### src/rtl/cmp_branch_ctrl.sv
// Conditional-branch sequencer and 8-bit PC behind the comparator.
// Optional taken/not-taken statistics are enabled by CMP_BRANCH_STATS_EN.
//
// Ports:
//   clk, rst_n           clock, async active-low reset
//   pc_inc               advance pc by one this cycle
//   req_valid/req_ready  branch request handshake (ready only in IDLE)
//   req_a/req_b          compare operands
//   req_cond             00 eq, 01 lt, 10 gt, 11 unconditional
//   req_target           absolute branch target
//   opA/opB/sel          registered operands/select to the comparator
//   cmp_res              registered comparator result
//   pc                   program counter
//   br_done/br_taken     one-cycle resolve pulse and outcome
//   taken_cnt/nt_cnt     saturating statistics (0 when disabled)
module cmp_branch_ctrl #(
  parameter logic [7:0] PC_RESET = 8'h00
) (
  input  logic       clk,
  input  logic       rst_n,
  input  logic       pc_inc,
  input  logic       req_valid,
  output logic       req_ready,
  input  logic [7:0] req_a,
  input  logic [7:0] req_b,
  input  logic [1:0] req_cond,
  input  logic [7:0] req_target,
  output logic [7:0] opA,
  output logic [7:0] opB,
  output logic [1:0] sel,
  input  logic       cmp_res,
  output logic [7:0] pc,
  output logic       br_done,
  output logic       br_taken,
  output logic [7:0] taken_cnt,
  output logic [7:0] nt_cnt
);

  localparam logic [1:0] IDLE    = 2'd0;
  localparam logic [1:0] ISSUE   = 2'd1;
  localparam logic [1:0] RESOLVE = 2'd2;

  logic [1:0] state;
  logic [7:0] target;
  logic       taken;
  logic       res_taken;
  logic       res_nt;
  logic [7:0] pc_nxt;

  assign req_ready = (state == IDLE);

  // Comparator yields 0 for sel=11, so unconditional is forced here.
  assign taken     = (sel == 2'b11) | cmp_res;
  assign res_taken = (state == RESOLVE) & taken;
  assign res_nt    = (state == RESOLVE) & ~taken;

  // A taken branch overrides a same-cycle increment.
  always_comb begin
    pc_nxt = pc;
    if (res_taken)
      pc_nxt = target;
    else if (pc_inc)
      pc_nxt = pc + 8'd1;
  end

  always_ff @(posedge clk or negedge rst_n) begin
    if (!rst_n) begin
      state    <= IDLE;
      opA      <= 8'h00;
      opB      <= 8'h00;
      sel      <= 2'b00;
      target   <= 8'h00;
      pc       <= PC_RESET;
      br_done  <= 1'b0;
      br_taken <= 1'b0;
    end else begin
      br_done  <= 1'b0;
      br_taken <= 1'b0;
      pc       <= pc_nxt;
      unique case (state)
        IDLE: begin
          if (req_valid) begin
            opA    <= req_a;
            opB    <= req_b;
            sel    <= req_cond;
            target <= req_target;
            state  <= ISSUE;
          end
        end
        ISSUE: begin
          state <= RESOLVE;
        end
        RESOLVE: begin
          br_done  <= 1'b1;
          br_taken <= taken;
          state    <= IDLE;
        end
        default: begin
          state <= IDLE;
        end
      endcase
    end
  end

`ifdef CMP_BRANCH_STATS_EN
  // Counts update on the resolve edge, alongside br_done.
  always_ff @(posedge clk or negedge rst_n) begin
    if (!rst_n) begin
      taken_cnt <= 8'h00;
      nt_cnt    <= 8'h00;
    end else begin
      if (res_taken && taken_cnt != 8'hFF)
        taken_cnt <= taken_cnt + 8'd1;
      if (res_nt && nt_cnt != 8'hFF)
        nt_cnt <= nt_cnt + 8'd1;
    end
  end
`else
  assign taken_cnt = 8'h00;
  assign nt_cnt    = 8'h00;
`endif

endmodule

### config.mk
export PLATFORM = sky130hd
export DESIGN_NAME = cmp_branch_ctrl
export DESIGN_NICKNAME = d
export VERILOG_FILES = /design/src/rtl/cmp_branch_ctrl.sv
export SDC_FILE = /design/constraint.sdc
export NUM_CORES = 1
export LEC_CHECK = 0
export CAP_MARGIN = 20
export CORE_ASPECT_RATIO = 1.25
export CORE_UTILIZATION = 42
export DETAILED_ROUTE_END_ITERATION = 7
export GPL_TIMING_DRIVEN = 0
export PLACE_DENSITY_LB_ADDON = 0.1
export REMOVE_ABC_BUFFERS = 1
export SYNTH_ARGS = -nofsm -noshare
export SYNTH_HDL_FRONTEND = slang
export SYNTH_SLANG_ARGS = --single-unit
### constraint.sdc
create_clock -name clk -period 1.75 [get_ports clk]
set_input_delay 0.2625 -clock clk [delete_from_list [all_inputs] [get_ports clk]]
set_output_delay 0.2625 -clock clk [all_outputs]
set_load 0.02 [all_outputs]
==> results.py, run 1 <==
metrics = {
    "route": {
        "drt-total-wl_mm": 3.25,
        "ant_nets": 0,
        "drc": 0,
        "wl_per_cell_um": 13.4,
        "viasPerCell": 4.62,
        "drtPass1Iterations": 4,
        "num_vias": 1122,
        "drt_iter0_markers": 37,
    },
    "logic_synthesis": {
        "ys_seq_elements": 38,
        "synth.avg_cell_area_um2": 14.2,
        "ys.flop_type": "dfrtp_1",
        "synthesis.area_um2": 1780,
        "synthTopCellsByCount": "dfrtp_1, mux2_4, buf_4, mux2_2, nor3_1",
        "yosysWarningCount": 0,
        "synth_top_area_share_pct": 53.3,
        "yosys.cell_count.top_type": "dfrtp_1",
        "synth-edff-count": 0,
        "synthCells": 126,
        "synth.distinct_cells": 26,
        "ys_seq_area_share_pct": 53.3,
        "synthArstFlopShare_pct": 100,
        "yosys.area.top_type": "dfrtp_1",
        "synthTopCellsByArea": "dfrtp_1, mux2_4, buf_4",
    },
    "setup_path": {
        "critPathSlowestCell": "clkdlybuf4s50_1",
        "ff2ff_path_depth": 3,
        "worst-path-stages": 1,
        "slowest_delay_ns": 0.65,
        "arrival_ns": 1.38,
        "crit_required_ns": 1.49,
        "start_kind": "flop",
        "cp_max_fo": 6,
        "worst-path-buf-inv": 1,
        "worstSetupPathType": "reg -> out",
        "crit_path_cell_trace": "clkdlybuf4s50_1",
        "critPathTopFamily": "buffers and inverters",
        "crit_path_end_kind": "output port",
    },
    "floorplanning": {
        "die-area_um2": 4510,
        "core_area_um2": 4070,
        "ios": 76,
        "die_h_um": 74.9,
        "start_util_pct": 43.9,
        "die_x_um": 60.3,
        "num_rows": 26,
    },
    "timing": {
        "setup_tns_ns": 0,
        "fin_ws_ns": 0.104,
        "relSlewSlack_pct": 42.7,
        "fmax_mhz": 608,
        "setup_violations": 0,
        "fin_worst_skew_ns": 0.00458,
        "report.final.slew_viol_count": 0,
        "rsz0062_at_grt": "no",
        "fin_crit_sh_pct": 94.1,
        "hold_viol_final": 0,
        "worst_pin_slew_ns": 0.859,
        "period_minus_slack_ns": 1.65,
    },
    "clock_network": {
        "clock-sinks": 38,
        "h-tree-depth": 2,
        "cts.path.max_buffers": 2,
        "clk-insertion-delay-late_ns": 0.28,
        "cts_tree": "built",
        "root_buffer": "clkbuf_8",
        "clk_pin_slew_ns": 0.07,
        "numCtsBuffers": 5,
    },
    "power_and_ir_drop": {
        "p_switching_w": 0.00111,
        "p_leak_nw": 1.06,
        "peakVddDrop_mv": 0.606,
        "combPwrFrac_pct": 41.0,
        "sw_frac_of_total_pct": 33.2,
        "powerDensity_nw_per_um2": 1390,
        "seqPwrFrac_pct": 41.1,
        "clkPwrFrac_pct": 18.0,
        "finalPower_w": 0.00334,
        "power.internal_w": 0.00223,
    },
    "worst_hold_path": {
        "hold_class": "in -> async",
    },
    "placement": {
        "placed_area_um2": 2310,
        "hpwl_mm": 2.29,
        "io_buffers": 59,
        "gp_congestion": 0.819,
        "dp_slack_ns": -0.163,
    },
    "cells_and_area": {
        "nets": 218,
        "drive_above_1_share_pct": 23.0,
        "utilization_pct": 59.2,
        "n_antenna_cell": 0,
        "area_growth_pct": 34.9,
        "finalInstanceArea_um2": 2410,
    },
    "outcome": {
        "status": "complete, no violations",
    },
    "global_routing": {
        "track_usage_pct": 15.8,
        "first_global_vias": 1117,
        "grt_pass1_wl_mm": 5.13,
        "grt_overflow": 0,
        "antenna_found_initial": 0,
        "grt_max_degree": 39,
    },
    "job": {
        "cap_violations": 0,
    },
}
[per-stage QoR]
| stage | instances | hold slack, ns |
|---|---|---|
| CTS | 243 | 0.113 |
| finish | 243 | 0.0909 |
| global route | 243 | 0.147 |
| detailed placement | 235 | 0.423 |
| global placement | 235 | 0.489 |
| floorplan | 120 | -0.0331 |
[power by group through the flow]
stage	clock [W]	sequential, W	combinational (W)
after floorplan	0	0.00160	0.000532
after global placement	0	0.00137	0.00136
after detailed placement	0	0.00138	0.00138
after CTS	0.000631	0.00137	0.00138
after global routing	0.000671	0.00140	0.00147
final	0.000599	0.00137	0.00137
[registers in the layout, indices dropped and copies added, names as in the netlist]
signal    count
br_done       1
br_taken      1
opA           8
opB           8
pc            8
sel           2
state         2
target        8
[metal layers]
metal | wire, µm | global-route usage, %
met1 | 1300 | 19.6
met2 | 1710 | 24.7
met3 | 194 | 6.01
met4 | 53 | 6.20
met5 | 0 | 0
[area by class of cell]
class,count,area [µm²]
Clock buffer,7,86.3
Timing Repair Buffer,59,588
Clock inverter,1,5.00
Tap cell,56,70.1
Inverter,2,7.51
Sequential cell,38,951
Multi-Input combinational cell,80,698
Fill cell,357,1660
[worst paths after layout]
check | from | to | slack (ns)
setup / recovery | pc[3] | pc[3] | 0.10
hold / removal | rst_n | br_done | 0.09
setup reg to reg | state[1] | opB[1] | 0.22
hold reg to reg | opB[2] | opB[2] | 0.51
max in group asynchronous | rst_n | pc[2] | 1.12
min in group clk | opB[2] | opB[2] | 0.51
[cell usage in the layout, fill, tap and decap left out]
cell type / count
inv_1: 2
clkinv_2: 1
o21ai_0: 3
ha_1: 1
clkbuf_1: 1
conb_1: 16
clkbuf_8: 6
clkdlybuf4s50_1: 57
nand2b_4: 1
mux2i_1: 1
or2_1: 1
dlymetal6s2s_1: 1
and2_4: 1
or3_1: 3
buf_2: 1
nand4_1: 2
a21oi_1: 2
a21oi_2: 1
nand3_1: 2
mux2_4: 19
nand2_1: 2
mux2_2: 10
xnor2_1: 4
nor3_1: 5
and2b_2: 1
nor2_2: 1
nand4_2: 1
dfrtp_1: 38
a31oi_1: 3
[timing repair]
| item | 4_1_cts | 5_1_grt |
|---|---|---|
| endpoints found under the setup margin | 0 | 4 |
| setup buffers | 0 | 0 |
| hold buffers | 0 | 0 |
| gates resized for setup | 0 | 2 |
[cells by family (layout without fill, tap and decap cells)]
logic type | count (synthesis) | in the layout | synth area share (%)
mux | 30 | 30 | 22.9
fa+ha+maj | 1 | 1 | 0.701
flops | 38 | 38 | 53.3
simple gates | 20 | 20 | 7.29
buf+inv | 23 | 69 | 10.9
other cells | 1 | 16 | 0.210
xor+xnor | 4 | 4 | 1.96
compound gates | 9 | 9 | 2.73
(Power assumes the default switching activity.)
==> run 2: changes to the inputs <==
- CORE_ASPECT_RATIO: 1.25 -> default
- CORE_MARGIN: default -> 4
==> results.py, run 2 (same netlist as run 1, synthesis figures left out) <==
metrics = {
    "setup_path": {
        "slowest_delay_ns": 0.65,
        "worstSetupPathType": "reg -> out",
        "start_kind": "flop",
        "r2r_setup_slack_ns": 0.21,
        "cp_max_fo": 6,
        "critPathTopFamily": "buffers and inverters",
        "worst-path-buf-inv": 1,
        "r2r-start": "state[1]",
        "critPathSlowestCell": "clkdlybuf4s50_1",
        "crit_path_cell_trace": "clkdlybuf4s50_1",
        "arrival_ns": 1.38,
        "startpoint": "pc[3]",
        "crit_required_ns": 1.49,
        "crit_path_end_kind": "output port",
    },
    "timing": {
        "relSlewSlack_pct": 44.3,
        "worst_pin_slew_ns": 0.835,
        "fin_crit_sh_pct": 93.7,
        "hold_viol_final": 0,
        "fin_ws_ns": 0.109,
        "setup_violations": 0,
        "setup_tns_ns": 0,
        "fin_worst_skew_ns": 0.00192,
        "rsz0062_at_grt": "no",
        "period_minus_slack_ns": 1.64,
        "fmax_mhz": 610,
        "report.final.slew_viol_count": 0,
    },
    "power_and_ir_drop": {
        "powerDensity_nw_per_um2": 1420,
        "peakVddDrop_mv": 0.800,
        "p_leak_nw": 1.06,
        "finalPower_w": 0.00343,
    },
    "global_routing": {
        "track_usage_pct": 14.2,
        "grt_overflow": 0,
        "first_global_vias": 1245,
        "grt_pass1_wl_mm": 5.75,
        "grt_max_degree": 39,
        "antenna_found_initial": 0,
    },
    "route": {
        "ant_nets": 0,
        "drt-total-wl_mm": 3.45,
        "wl_per_cell_um": 14.5,
        "drt_iter0_markers": 50,
        "num_vias": 1116,
        "drc": 0,
        "viasPerCell": 4.71,
        "drtPass1Iterations": 4,
    },
    "floorplanning": {
        "num_rows": 23,
        "core_area_um2": 4060,
        "ios": 76,
        "start_util_pct": 44.0,
        "die_x_um": 73.2,
        "die_h_um": 73.2,
        "die-area_um2": 5350,
    },
    "clock_network": {
        "clock-sinks": 38,
        "clk-insertion-delay-late_ns": 0.28,
        "numCtsBuffers": 5,
        "postCtsHoldBufs": 0,
        "clk_pin_slew_ns": 0.07,
        "root_buffer": "clkbuf_8",
        "cts.path.max_buffers": 2,
        "post-cts-setup-buffers": 0,
        "cts_tree": "built",
        "h-tree-depth": 2,
    },
    "placement": {
        "hpwl_mm": 2.51,
        "io_buffers": 59,
        "gp_congestion": 0.759,
        "dp_slack_ns": -0.164,
    },
    "worst_hold_path": {
        "hold_class": "in -> async",
    },
    "cells_and_area": {
        "n_antenna_cell": 0,
        "nets": 218,
        "utilization_pct": 59.5,
        "drive_above_1_share_pct": 23.5,
        "area_growth_pct": 35.3,
        "final_common_cell": "clkdlybuf4s50_1",
        "final_cell_mix": "clkdlybuf4s50_1, dfrtp_1, mux2_4",
    },
    "outcome": {
        "status": "complete, no violations",
    },
    "job": {
        "cap_violations": 0,
    },
}
[run 2: cell count changes in the layout (fill, tap and decap cells not counted), sizes merged]
cell	before	now
clkbuf	7	8
clkinv	1	0
dlygate4sd2	0	1
dlymetal6s2s	1	0
[run 2: final timing paths]
kind	endpoint	depth (start not counted)
min reg2reg	opB[2]	1
min	target[7]	1
min in group clk	opB[2]	1
max	pc[3]	1
max reg2reg	opB[3]	3
max in group asynchronous	opA[6]	1
[run 2: power breakdown]
part / switching [W] / total (W) / internal [W] / leakage [nW]
logic: 0.000608 / 0.00137 / 0.000766 / 0.554
clock network: 0.000287 / 0.000684 / 0.000398 / 0.0575
registers: 0.000231 / 0.00137 / 0.00114 / 0.447
[run 2: repair_timing]
action	CTS	global route
resized for setup	1	1
gates cloned	0	0
setup endpoints to repair	1	3
[run 2: layer usage]
metal	track usage, %	wire, µm	vias up
li1	-	-	518
met4	4.30	31	0
met2	22.9	1670	50
met3	6.75	334	4
met5	0	0	-
met1	16.7	1410	544
[run 2: cell type report]
type,instances,area [µm²]
clock buffer,8,110
fill,320,1640
inverter,2,7.51
multi-input combinational,80,698
sequential,38,951
tap,50,62.6
timing repair buffer,59,584
[run 2: stage by stage]
step                area [µm²]  cells  hold WS, ns
floorplan                 1650    120      -0.0331
global placement          2310    229        0.490
detailed placement        2300    229        0.424
CTS                       2410    237        0.111
global route              2410    237        0.143
finish                    2410    237       0.0771
==> run 3: changes to the inputs <==
- CORE_UTILIZATION: 42 -> 38
- CTS_CLUSTER_DIAMETER: default -> 80
- clock period: 1.75 -> 1.4 ns (I/O delays scaled with it)
==> results.py, run 3 (same netlist as run 1, synthesis figures left out) <==
metrics = {
    "outcome": {
        "status": "complete, no violations",
    },
    "global_routing": {
        "grt_pass1_wl_mm": 6.15,
        "antenna_found_initial": 0,
        "grt_max_degree": 39,
        "track_usage_pct": 13.4,
        "grt_overflow": 0,
        "first_global_vias": 1245,
    },
    "floorplanning": {
        "die_h_um": 76.5,
        "die_x_um": 76.5,
        "ios": 76,
        "die-area_um2": 5860,
        "start_util_pct": 40.1,
        "core_area_um2": 4440,
        "num_rows": 24,
    },
    "setup_path": {
        "r2r-start": "state[1]",
        "r2r-end": "target[1]",
        "start_kind": "flop",
        "ff2ff_path_depth": 3,
        "crit_path_end_kind": "flop",
        "cp_max_fo": 13,
        "crit_required_ns": 1.57,
        "r2r_setup_slack_ns": 0.06,
        "worstSetupPathType": "reg -> reg",
        "arrival_ns": 1.51,
    },
    "placement": {
        "hpwl_mm": 2.51,
        "gp_congestion": 0.822,
        "placed_area_um2": 2300,
        "io_buffers": 59,
    },
    "power_and_ir_drop": {
        "p_switching_w": 0.00143,
        "p_leak_nw": 1.12,
        "powerDensity_nw_per_um2": 1680,
        "peakVddDrop_mv": 0.700,
        "sw_frac_of_total_pct": 35.3,
        "power.internal_w": 0.00263,
        "seqPwrFrac_pct": 42.1,
        "combPwrFrac_pct": 39.0,
        "clkPwrFrac_pct": 18.9,
    },
    "route": {
        "drtPass1Iterations": 2,
        "drt_iter0_markers": 69,
        "wl_per_cell_um": 15.3,
        "drc": 0,
        "drt-total-wl_mm": 3.71,
        "ant_nets": 0,
        "viasPerCell": 4.76,
        "num_vias": 1156,
    },
    "timing": {
        "hold_viol_final": 0,
        "setup_violations": 0,
        "report.final.slew_viol_count": 0,
        "fin_crit_sh_pct": 95.8,
        "fmax_mhz": 745,
        "hold_ws_ns": 0.0267,
        "rsz0062_at_grt": "no",
        "worst_pin_slew_ns": 0.840,
        "relSlewSlack_pct": 44.0,
        "fin_worst_skew_ns": 0.00544,
        "period_minus_slack_ns": 1.34,
    },
    "cells_and_area": {
        "nets": 222,
        "multiInputGateArea_um2": 722,
        "final_common_cell": "dfrtp_1",
        "final_cell_mix": "dfrtp_1, dlygate4sd2_1, clkdlybuf4s50_1",
        "drive_above_1_share_pct": 26.2,
        "fillCellCount": 374,
        "finalInstanceArea_um2": 2420,
        "layout.area.seq_um2": 952,
        "n_antenna_cell": 0,
        "area_growth_pct": 35.5,
    },
    "job": {
        "cap_violations": 0,
    },
    "clock_network": {
        "cts.path.max_buffers": 2,
        "clock-sinks": 38,
        "clk-insertion-delay-late_ns": 0.29,
        "cts_tree": "built",
        "postCtsHoldBufs": 0,
        "clk_pin_slew_ns": 0.07,
        "h-tree-depth": 2,
        "root_buffer": "clkbuf_8",
        "numCtsBuffers": 5,
    },
    "worst_hold_path": {
        "hold_class": "in -> async",
    },
}
## run 3: through the flow
stage / cells / utilization (%) / setup slack [ns] / total power [W] / TNS [ns]
CTS: 240 / 53.5 / -0.0511 / 0.00408 / -0.0546
global route: 243 / 54.4 / 0.000715 / 0.00432 / 0
finish: 243 / 54.4 / 0.0582 / 0.00406 / 0
detailed placement: 231 / 51.8 / -0.464 / 0.00347 / -8.14
floorplan: 120 / - / -0.185 / 0.00267 / -4.37
global placement: 231 / 51.9 / -0.765 / 0.00342 / -36.76
## run 3: worst max-delay path by stage
stage                  start   endpoint  slack, ns  cells after the start
floorplan           state[1]     opB[0]      -0.18                      3
global placement       rst_n     opA[5]      -0.77                      1
detailed placement   cmp_res      pc[4]      -0.46                      4
CTS                 state[1]  req_ready      -0.05                      2
global route        state[0]  target[1]     0.0007                      3
finish              state[1]  target[1]       0.06                      3
## run 3: repair_timing
item,4_1_cts,5_1_grt
buffers inserted,0,3
resized for setup,35,3
pin swaps,2,0
gates cloned,1,0
setup endpoints to repair,63,18
## run 3: cell type report
cell class	count	share of cell area, %
clock buffers	7	3.57
repair buffers	62	24.0
clock inverters	1	0.207
inverters	2	0.311
well taps	52	2.69
flip-flops and latches	38	39.4
multi-input cells	81	29.9
## run 3: metal layers
metal	wire [µm]	track usage, %	vias to the layer above
met4	57	5.80	0
li1	-	-	528
met1	1550	15.7	568
met2	1740	21.2	53
met3	356	5.91	7
met5	0	0	-
## run 3: power groups by stage
stage | sequential (W) | clock, W | combinational (W)
global placement | 0.00171 | 0 | 0.00171
floorplan | 0.00200 | 0 | 0.000664
CTS | 0.00171 | 0.000796 | 0.00158
finish | 0.00171 | 0.000767 | 0.00158
global route | 0.00176 | 0.000856 | 0.00171
detailed placement | 0.00173 | 0 | 0.00174
## run 3: worst max-delay path: stages (launching register included)
cell and delay (ns):
dfrtp_2 0.45, nor2_4 0.13, and2_4 0.33, mux2_4 0.33
